**src/rtl/mac_seq_ctrl.sv**
```systemverilog
// mac_seq_ctrl: job sequencer for a non-pipelined 16-bit MAC.
// Takes a job (mode, pair count), configures the MAC, streams operand pairs
// from a valid/ready source, drains, reads the result and reports done/err.
module mac_seq_ctrl #(
    parameter int LEN_W     = 8,
    parameter int DRAIN_CYC = 1
) (
    input  logic             clk,
    input  logic             rst_n,
    input  logic             start,
    input  logic             abort,
    input  logic             job_mode,
    input  logic [LEN_W-1:0] job_len,
    output logic             busy,
    output logic             done,
    output logic [15:0]      result,
    output logic             err,
    input  logic             op_valid,
    output logic             op_ready,
    input  logic [15:0]      op_a,
    input  logic [15:0]      op_b,
    output logic             mac_enable,
    output logic             mac_valid,
    output logic             mac_read,
    output logic             mac_cfg,
    output logic             mac_mode,
    output logic [15:0]      mac_in_a,
    output logic [15:0]      mac_in_b,
    input  logic [15:0]      mac_out,
    input  logic             mac_error
);

    typedef enum logic [2:0] {
        S_IDLE,
        S_CFG,
        S_STREAM,
        S_DRAIN,
        S_READ
    } state_t;

    localparam int            DW         = (DRAIN_CYC > 1) ? $clog2(DRAIN_CYC) : 1;
    localparam logic [DW-1:0] DRAIN_LAST = DW'(DRAIN_CYC - 1);

    state_t             state_q, state_d;
    logic [LEN_W-1:0]   count_q, count_d;
    logic [LEN_W-1:0]   len_q, len_d;
    logic [LEN_W-1:0]   count_inc;
    logic [DW-1:0]      drain_q, drain_d;
    logic [15:0]        result_q, result_d;
    logic               err_q, err_d;
    logic               done_q, done_d;
    logic               busy_q, busy_d;
    logic               mac_enable_q, mac_enable_d;
    logic               mac_valid_q, mac_valid_d;
    logic               mac_read_q, mac_read_d;
    logic               mac_cfg_q, mac_cfg_d;
    logic               mac_mode_q, mac_mode_d;
    logic [15:0]        mac_in_a_q, mac_in_a_d;
    logic [15:0]        mac_in_b_q, mac_in_b_d;
    logic               hs;

    // Abort must drop ready in the same cycle so no pair is taken on the way out.
    assign op_ready  = (state_q == S_STREAM) && (count_q < len_q) && !abort;
    assign hs        = op_valid && op_ready;
    assign count_inc = count_q + LEN_W'(1);

    assign busy       = busy_q;
    assign done       = done_q;
    assign result     = result_q;
    assign err        = err_q;
    assign mac_enable = mac_enable_q;
    assign mac_valid  = mac_valid_q;
    assign mac_read   = mac_read_q;
    assign mac_cfg    = mac_cfg_q;
    assign mac_mode   = mac_mode_q;
    assign mac_in_a   = mac_in_a_q;
    assign mac_in_b   = mac_in_b_q;

    // Next-state and next-output logic; strobes are decoded from the next state
    // so every MAC control output comes straight from a flop.
    always_comb begin
        state_d     = state_q;
        count_d     = count_q;
        len_d       = len_q;
        drain_d     = drain_q;
        result_d    = result_q;
        err_d       = err_q;
        done_d      = 1'b0;
        mac_valid_d = 1'b0;
        mac_mode_d  = mac_mode_q;
        mac_in_a_d  = mac_in_a_q;
        mac_in_b_d  = mac_in_b_q;

        if (state_q == S_STREAM || state_q == S_DRAIN || state_q == S_READ) begin
            err_d = err_q | mac_error;
        end

        case (state_q)
            S_IDLE: begin
                if (start && !abort) begin
                    err_d = 1'b0;
                    if (job_len == '0) begin
                        // Empty job completes without touching the MAC.
                        done_d   = 1'b1;
                        result_d = 16'h0000;
                    end else begin
                        state_d    = S_CFG;
                        len_d      = job_len;
                        count_d    = '0;
                        mac_mode_d = job_mode;
                    end
                end
            end
            S_CFG: begin
                state_d = S_STREAM;
            end
            S_STREAM: begin
                if (hs) begin
                    count_d     = count_inc;
                    mac_valid_d = 1'b1;
                    mac_in_a_d  = op_a;
                    mac_in_b_d  = op_b;
                    if (count_inc == len_q) begin
                        state_d = S_DRAIN;
                        drain_d = '0;
                    end
                end
            end
            S_DRAIN: begin
                if (drain_q == DRAIN_LAST) begin
                    state_d = S_READ;
                end else begin
                    drain_d = drain_q + DW'(1);
                end
            end
            S_READ: begin
                state_d  = S_IDLE;
                done_d   = 1'b1;
                result_d = mac_out;
            end
            default: begin
                state_d = S_IDLE;
            end
        endcase

        // Abort leaves result/err as they were and parks the MAC interface at zero.
        if (abort && state_q != S_IDLE) begin
            state_d     = S_IDLE;
            count_d     = count_q;
            done_d      = 1'b0;
            result_d    = result_q;
            err_d       = err_q;
            mac_valid_d = 1'b0;
            mac_mode_d  = 1'b0;
            mac_in_a_d  = 16'h0000;
            mac_in_b_d  = 16'h0000;
        end

        busy_d       = (state_d != S_IDLE);
        mac_cfg_d    = (state_d == S_CFG);
        mac_read_d   = (state_d == S_READ);
        mac_enable_d = (state_d == S_STREAM) || (state_d == S_DRAIN) || (state_d == S_READ);
    end

    // State and registered outputs; reset clears everything including result/err.
    always_ff @(posedge clk or posedge rst_n) begin
        if (rst_n) begin
            state_q      <= S_IDLE;
            count_q      <= '0;
            len_q        <= '0;
            drain_q      <= '0;
            result_q     <= 16'h0000;
            err_q        <= 1'b0;
            done_q       <= 1'b0;
            busy_q       <= 1'b0;
            mac_enable_q <= 1'b0;
            mac_valid_q  <= 1'b0;
            mac_read_q   <= 1'b0;
            mac_cfg_q    <= 1'b0;
            mac_mode_q   <= 1'b0;
            mac_in_a_q   <= 16'h0000;
            mac_in_b_q   <= 16'h0000;
        end else begin
            state_q      <= state_d;
            count_q      <= count_d;
            len_q        <= len_d;
            drain_q      <= drain_d;
            result_q     <= result_d;
            err_q        <= err_d;
            done_q       <= done_d;
            busy_q       <= busy_d;
            mac_enable_q <= mac_enable_d;
            mac_valid_q  <= mac_valid_d;
            mac_read_q   <= mac_read_d;
            mac_cfg_q    <= mac_cfg_d;
            mac_mode_q   <= mac_mode_d;
            mac_in_a_q   <= mac_in_a_d;
            mac_in_b_q   <= mac_in_b_d;
        end
    end

endmodule

```
**config.mk**
```make
export PLATFORM = sky130hd
export DESIGN_NAME = mac_seq_ctrl
export DESIGN_NICKNAME = d
export VERILOG_FILES = /design/src/rtl/mac_seq_ctrl.sv
export SDC_FILE = /design/constraint.sdc
export NUM_CORES = 1
export LEC_CHECK = 0
export BUFFER_PORTS_ARGS = -buffer_cell sky130_fd_sc_hd__buf_2
export CORE_ASPECT_RATIO = 1.25
export CORE_MARGIN = 5
export CORE_UTILIZATION = 45
export DETAILED_ROUTE_END_ITERATION = 16
export MAX_ROUTING_LAYER = met4
export PLACE_DENSITY = 0.76
export SYNTH_ARGS = -nofsm -noshare
export SYNTH_HDL_FRONTEND = slang
export SYNTH_SLANG_ARGS = --single-unit
```
**constraint.sdc**
```tcl
create_clock -name clk -period 2.3 [get_ports clk]
set_input_delay 0.115 -clock clk [delete_from_list [all_inputs] [get_ports clk]]
set_output_delay 0.115 -clock clk [all_outputs]
set_load 0.02 [all_outputs]
```
Word-level counts from Yosys, hierarchy flattened
Cells that the tools add are included.
Widths: inputs -> output; s select.
Cells by class
  add/sub/neg operators: 2
  multipliers: 0
  divide/modulo/power cells: 0
  magnitude comparators: 1
  equality and inequality tests: 15
  shift operators: 0
  muxes and demuxes: 38
  bitwise logic cells: 3
  reduce and logical (&&, ||, !) cells: 27
Operators with widths (count)
  $mux 16: 8
  $pmux 16 s2: 1
  $mux 8: 3
  $mux 3: 6
  $mux 1: 16
  $pmux 8 s2: 1
  $reduce_bool 2->1: 7
  $eq 3x2->1 const B: 4
  $pmux 3 s4: 1
  $reduce_and 3->1: 3
  $add 8x1->8 const B: 1
  $eq 8x8->1: 1
  $logic_not 8->1: 1
  $lt 8x8->1: 1
  $ne 2x2->1 const B: 4
  $eq 3x1->1 const B: 2
  $eq 3x3->1 const B: 2
  $reduce_bool 3->1: 2
  $logic_and 1x1->1: 5
  $reduce_and 5->1: 1
  $logic_or 1x1->1: 4
  $ne 2x1->1 const B: 2
  $pmux 1 s2: 2
  $reduce_and 4->1: 1
  6 further kinds: 7
Storage, ports and cells
  bits in registers: 76
  latch bits: 0
  RAM bits: 0
  ROM bits: 0
  input port bits: 63
  output and inout port bits: 57
  word-level logic and storage cells: 101
  memories: 0

Depth between registers and ports, before layout
Gate-level depths: netlist of the first run.
  word-level depth: 10
  gate-level depth with buffers: 9
  gate-level depth less buffers: 8

Worst setup path after synthesis of the first run
No wires, ideal clock.
  kind: register -> register
  start: register state_q[2]
  end: register count_q[3]
  library setup time: 80 ps
  arrival time: 2161 ps
  required time: 2220 ps
  path slack: 58 ps
  cell stages (with the launch flop): 8
  path buffers: 2
  clock period less this slack: 2242 ps
  cell sequence: dfrtp_1 buf_2 or4b_4 a311o_1 or2_1 buf_2 o41a_1 o211ai_2
Between the ends
  longest elaborated chain between the ends: 6
  elaborated cells between the ends (all ways): 14
  those cells by class: eq/ne: 4; mux: 1; bitwise: 1; reduce/logical: 8
Ends and longest elaborated chain
  start, declared: RTL line 44  | state_t state_q, state_d;
  start signal, assigned: RTL line 184  | state_q <= state_d;
  $eq 3x2->1: RTL line 63, 98
  $logic_and 1x1->1 (2 in a row): RTL line 63  | assign op_ready = (state_q == S_STREAM) && (count_q < len_q) && !abort;
  $logic_and 1x1->1: RTL line 64  | assign hs = op_valid && op_ready;
  $ne 2x2->1 (no line)
  $reduce_and 5->1 (no line)
  end signal, assigned: RTL line 185  | count_q <= count_d;
  end, declared: RTL line 45  | logic [LEN_W-1:0] count_q, count_d;
Several ways; a longest one is shown, not always the timed one.
A chain may end at the register's enable or synchronous reset.

Final worst setup path of the first run
  start: input port abort
  end: register count_q[6]
Between the ends
  longest elaborated chain between the ends: 5
  elaborated cells between the ends (all ways): 9
  those cells by class: eq/ne: 2; bitwise: 1; reduce/logical: 6
Ends and longest elaborated chain
  start, declared: RTL line 11  | input logic abort,
  $logic_not 1->1: RTL line 63, 100
  $logic_and 1x1->1: RTL line 63
  $logic_and 1x1->1: RTL line 64
  $ne 2x2->1 (no line)
  $reduce_and 5->1 (no line) (*)
Every way passes the cells marked *; elsewhere a longest branch is shown, timed or not.

==> results of run 1 <==
placed cells by master, fill, tap and decap left out, types with 4 or more instances in the layout:
cell             n
a21oi_1         12
a22o_1          16
a32oi_1          4
buf_2          119
buf_4           20
clkbuf_8         9
dfrtp_1         75
dlygate4sd3_1   56
ha_1             9
inv_1           13
nand2_1         48
nand3_1         37
nor2_1           7
nor3_1          10
o211ai_1         4
o21ai_0         44
xnor2_1          6
xor2_1           4
kinds of logic (layout without fill, tap and decap cells):
kind of cell / count (synthesis) / in the layout / share of synthesized area [%]
xor gates and xnor gates: 10 / 10 / 2.514
buffers and inverters: 39 / 229 / 4.741
and+or+nand+nor: 125 / 125 / 17.03
muxes: 1 / 1 / 0.2874
AOI/OAI and AO/OA: 98 / 98 / 18.32
adders and majority gates: 9 / 9 / 3.233
DFF: 75 / 75 / 53.88
path summary, 6_finish.rpt:
kind	from	to	slack [ns]	cells after the start
worst max-delay path	abort	count_q[6]	0.03	8
worst min-delay path	op_b[7]	mac_in_b[7]	0.02	3
worst max register to register	state_q[0]	count_q[6]	0.06	6
worst min register to register	len_q[0]	len_q[0]	0.49	2
max in group asynchronous	rst_n	len_q[3]	1.29	4
min in group asynchronous	rst_n	mac_in_b[12]	0.34	3
timing repair:
item	in CTS	in global routing
setup endpoints to repair	40	20
gates resized for setup	5	4
pin swaps	1	0
endpoints found under the hold margin	80	0
hold buffers	56	0
cell type report:
type / count / area share [%]
multi-input combinational: 243 / 28.72
inverter: 16 / 1.352
sequential: 75 / 36.88
clock buffer: 9 / 2.434
timing repair buffer: 197 / 26.36
tap: 95 / 2.336
clock inverter: 7 / 1.918
critical path: cells and delay by family:
kind	cells	cell delay, ns
AOI/OAI and AO/OA	2	0.49
buffers and inverters	3	0.88
and+or+nand+nor	3	1.01
state kept, by name (all words and copies together) (netlist names), 3 cells and up:
signal and flops:
mac_in_b 16, result 16, state_q 3, len_q 8, mac_in_a 16, count_q 8
through the flow:
step                hold WS [ns]  worst slack [ns]
floorplan                 0.1858           0.05827
global placement          0.1833           -0.1207
detailed placement        0.1872           -0.1947
CTS                    0.0003584           0.03084
global route             0.02108          -0.04102
finish                   0.02069           0.02765
power groups by stage:
stage	Sequential [uW]	Clock, uW	Combinational (uW)
3_5_place_dp	1620	0	1010
5_1_grt	1620	1220	1220
4_1_cts	1600	1160	1100
6_report	1610	1140	1120
2_1_floorplan	1790	0	449
3_3_place_gp	1620	0	988
per-layer routing:
metal | GRT usage (%) | vias to the layer above | part of all wire [%]
li1 | - | 1642 | -
met2 | 39.49 | 188 | 51
met3 | 3.887 | 27 | 8.0
met5 | - | - | 0
met4 | 12.31 | 0 | 3.0
met1 | 28.67 | 1665 | 38
==> impl_metrics.tcl, run 1 <==
set metrics [dict create \
    timing.final.crit_period_ns 2.272 \
    ios 120 \
    critPathCaptureType "flip-flop" \
    period_share_pct 98.80 \
    cts-htree-levels 3 \
    setup_tns_ns 0 \
    num_antenna_cells 0 \
    drc 0 \
    start_kind "primary input" \
    p_total_uw 3866 \
    synth_common_cells "dfrtp_1, nand2_1, o21ai_0, nand3_1, a22o_1" \
    n_fill_cell 590 \
    clockBufferDepth 2 \
    first_pass_iters 5 \
    dpl.hpwl_mm 6.948 \
    grt_pass1_vias 3485 \
    synth_most_common_cell "dfrtp_1" \
    routedWlPerCell_um 17.16 \
    pwr-share-clk_pct 29.6 \
    synth_top_area_cell "dfrtp_1" \
    p_comb_share_pct 28.9 \
    fin_cells 642 \
    clkSinkCount 75 \
    layout-drive-gt1-share_pct 30.90 \
    worst_ep_required_time_ns 2.53 \
    ant_nets 0 \
    cts_setup_buffers 0 \
    path_cells "dlygate4sd3_1 > buf_2 > or4b_4 > a311o_1 > or2_4 > buf_4 > nor3_1 > o21ai_0" \
    yosys-top-cells-area "dfrtp_1, o21ai_0, nand3_1" \
    seqCellArea_um2 1877 \
    p_leak_uw 0.002559 \
    dieArea_um2 9611 \
    port_buffers 119 \
    synthArstFlopShare_pct 100.0 \
    finalHoldViolCount 0 \
    cts_made_buffers 9 \
    power.density_nw_per_um2 759.8 \
    ys_seq_area_share_pct 53.88 \
    yosys.area.top_type_share_pct 53.88 \
    multiInputGateArea_um2 1461 \
    fin_util_pct 66.45 \
    clockRootBuffer "clkbuf_8" \
    wl_mm 11.02 \
    critPathSlowestCell "or4b_4" \
    overflow 0 \
    syn_inst 357 \
    pwr-share-seq_pct 41.5 \
    relSlewSlack_pct 46.59 \
    synth_area_per_cell_um2 9.757 \
    vias 3522 \
    coreArea_um2 7657 \
    post-place-cells 570 \
    die_w_um 88.70 \
    nets 614 \
    fp.dieH_um 108.4 \
    clock_latency_ns 0.36 \
    synth-seq-cells 75 \
    areaGrowthSynthToFinish_pct 46.08 \
    grt_usage_pct 24.25 \
    start_util_pct 45.49 \
    cts_tree "done" \
    slowest_delay_ns 0.54 \
    crit_type "in2reg" \
    yosysWarnings 0 \
    swShare_pct 33.37 \
    slew_viol_final 0 \
    arrival_ns 2.51 \
    drt-initial-drc-count 323 \
    p_int_uw 2576 \
    status "completed" \
    finalClockSkew_ns 0.01606 \
    worst_pin_slew_ns 0.7982 \
    setup_violations 0 \
    fin_area_um2 5089 \
    syn-num-nets 429 \
    peakVddDrop_mv 0.5631 \
    rows 36 \
    antenna_found_initial 0 \
    ys.flop_type "dfrtp_1" \
    placed_area_um2 4273 \
    cap_viol_max_count 0 \
    p_switching_uw 1290 \
    syn_area_um2 3483 \
    grt_pass1_wl_mm 17.34 \
    grt_start_max_net_pins 52 \
    rsz0062_at_grt "yes" \
    critPathMaxFanout 12 \
    gp_congestion 0.8960 \
    max_freq_ghz 0.4401 \
    synth_edf_count 0 \
    viasPerCell 5.486 \
    clk_pin_slew_ns 0.08 \
    hp-class "in2reg" \
    synth_cell_types 45 \
]
Power figures use the tool's default switching activity.
==> run 2, diff against run 1 <==
clock period = 1.82 ns   (was 2.3 ns; I/O delays follow)
==> run 2 against run 1 <==
The flow now finishes with violations (negative setup slack). Power increased by 35%. Clock skew is 0.00057 ns lower. Setup slack lost 0.34 ns. Sequential share of layout area decreased by 4.1 points. Largest cell class unchanged. Core utilization up 8.3 points. Combinational power is 62% higher. Die area did not move. Hold slack better by 0.039 ns. Cell count is 7.6% higher. Highest routed layer unchanged. Final area is 12% higher. Global-route usage is 2.4 points higher.
==> impl_metrics.tcl, run 2 (same netlist as run 1, synthesis figures left out) <==
set metrics [dict create \
    crit_type "reg2reg" \
    start_util_pct 45.49 \
    critPathSlowestCell "or4b_4" \
    dpl.hpwl_mm 7.347 \
    place_ws_ns -0.3479 \
    clock_latency_ns 0.37 \
    mostFrequentLayoutCell "buf_2" \
    grt_usage_pct 26.69 \
    setup_tns_ns -11.96 \
    period_share_pct 117.4 \
    final_cell_mix "buf_2, dfrtp_1, dlygate4sd3_1, buf_4, nand2_1" \
    clockRootBuffer "clkbuf_8" \
    pwr-share-clk_pct 25.9 \
    cts-htree-levels 3 \
    worst_pin_slew_ns 0.9455 \
    finalHoldViolCount 0 \
    port_buffers 119 \
    critPathMaxFanout 6 \
    rows 36 \
    cap_viol_max_count 0 \
    p_comb_share_pct 34.7 \
    p_leak_uw 0.002843 \
    cp_top_family "simple AND/OR/NAND/NOR gates" \
    status "finished with violations" \
    routedWlPerCell_um 18.08 \
    worst_ep_required_time_ns 2.04 \
    ant_nets 0 \
    arrival_ns 2.36 \
    start_kind "flip-flop" \
    pwr-share-seq_pct 39.4 \
    finalClockSkew_ns 0.01550 \
    swShare_pct 34.63 \
    viasPerCell 5.499 \
    vias 3800 \
    clk_pin_slew_ns 0.09 \
    slowest_delay_ns 0.54 \
    critPathBufInv 1 \
    ios 120 \
    p_switching_uw 1801 \
    wl_mm 12.49 \
    drt-initial-drc-count 334 \
    violations "negative setup slack" \
    cts_tree "done" \
    drc 0 \
    fp.dieH_um 108.4 \
    dieArea_um2 9611 \
    antenna_found_initial 0 \
    power.density_nw_per_um2 909.3 \
    p_int_uw 3400 \
    grt_pass1_wl_mm 19.15 \
    path_cells "or4b_4 > a311o_1 > or2_4 > buf_8 > o21ai_4 > a21oi_2" \
    setup_violations 43 \
    setup_slack_ns -0.3169 \
    slew_viol_final 0 \
    grt_start_max_net_pins 39 \
    gp_congestion 0.9660 \
    nets 663 \
    coreArea_um2 7657 \
    timing.final.crit_period_ns 2.137 \
    first_pass_iters 5 \
    grt_pass1_vias 3924 \
    rsz0062_at_grt "yes" \
    max_freq_ghz 0.4680 \
    critPathCaptureType "flip-flop" \
    areaGrowthSynthToFinish_pct 64.22 \
    r2r_slack_ns -0.32 \
    hp-class "in2reg" \
    overflow 0 \
    relSlewSlack_pct 36.74 \
    die_w_um 88.70 \
    fin_area_um2 5720 \
    clkSinkCount 75 \
    clockBufferDepth 2 \
    placed_area_um2 4539 \
    cts_made_buffers 9 \
    peakVddDrop_mv 0.5770 \
    num_antenna_cells 0 \
    layout-drive-gt1-share_pct 40.94 \
]
-- run 2: worst paths after layout --
kind / from / endpoint / cells past startpoint
max in group asynchronous: rst_n / len_q[3] / 4
worst min-delay path: abort / state_q[2] / 3
min in group asynchronous: rst_n / mac_in_b[0] / 4
worst min register to register: result[12] / result[12] / 1
worst max-delay path: state_q[0] / mac_in_b[1] / 6
worst max register to register: state_q[0] / mac_in_b[1] / 6
-- run 2: timing repair --
action,4_1_cts,5_1_grt
resized for setup,73,21
endpoints found under the hold margin,133,0
hold buffers,59,0
endpoints found under the setup margin,50,50
pin swaps,20,6
buffers inserted,9,0
cloned,1,1
-- run 2: metrics by stage --
step                      power (uW)  std cells  util, %  hold slack, ns
after global routing            5462        691    74.71         0.05560
after floorplan                 2833        357        -          0.1618
after detailed placement        3488        605    59.28          0.2608
after global placement          3430        605    59.28          0.2568
after CTS                       5104        690    72.84         0.02141
final                           5201        691    74.71         0.05940
-- run 2: power by group through the flow --
| stage | registers (uW) | clock network, uW | logic, uW |
|---|---|---|---|
| 6_report | 2050 | 1350 | 1810 |
| 5_1_grt | 2070 | 1450 | 1940 |
| 4_1_cts | 2020 | 1370 | 1710 |
| 3_5_place_dp | 2050 | 0 | 1440 |
| 3_3_place_gp | 2040 | 0 | 1390 |
| 2_1_floorplan | 2260 | 0 | 572 |
-- run 2: worst min-delay path, cell delays in order --
cell and delay, ns:
buf_2 0.09, buf_4 0.14, nor3_1 0.06
-- run 2: area by class of cell --
type / instances / area, um^2
Inverter: 16 / 66.31
Fill cell: 483 / 1937
Multi-Input combinational cell: 243 / 1675
Clock inverter: 6 / 70.07
Clock buffer: 10 / 137.6
Sequential cell: 75 / 1877
Timing Repair Buffer: 246 / 1775
Tap cell: 95 / 118.9
-- run 2: per-layer routing --
metal / GRT usage, % / routed length (um) / vias up
li1: - / - / 1740
met1: 30.41 / 4640 / 1823
met2: 43.95 / 6545 / 200
met3: 5.183 / 845 / 37
met4: 13.93 / 459 / 0
met5: - / 0 / -
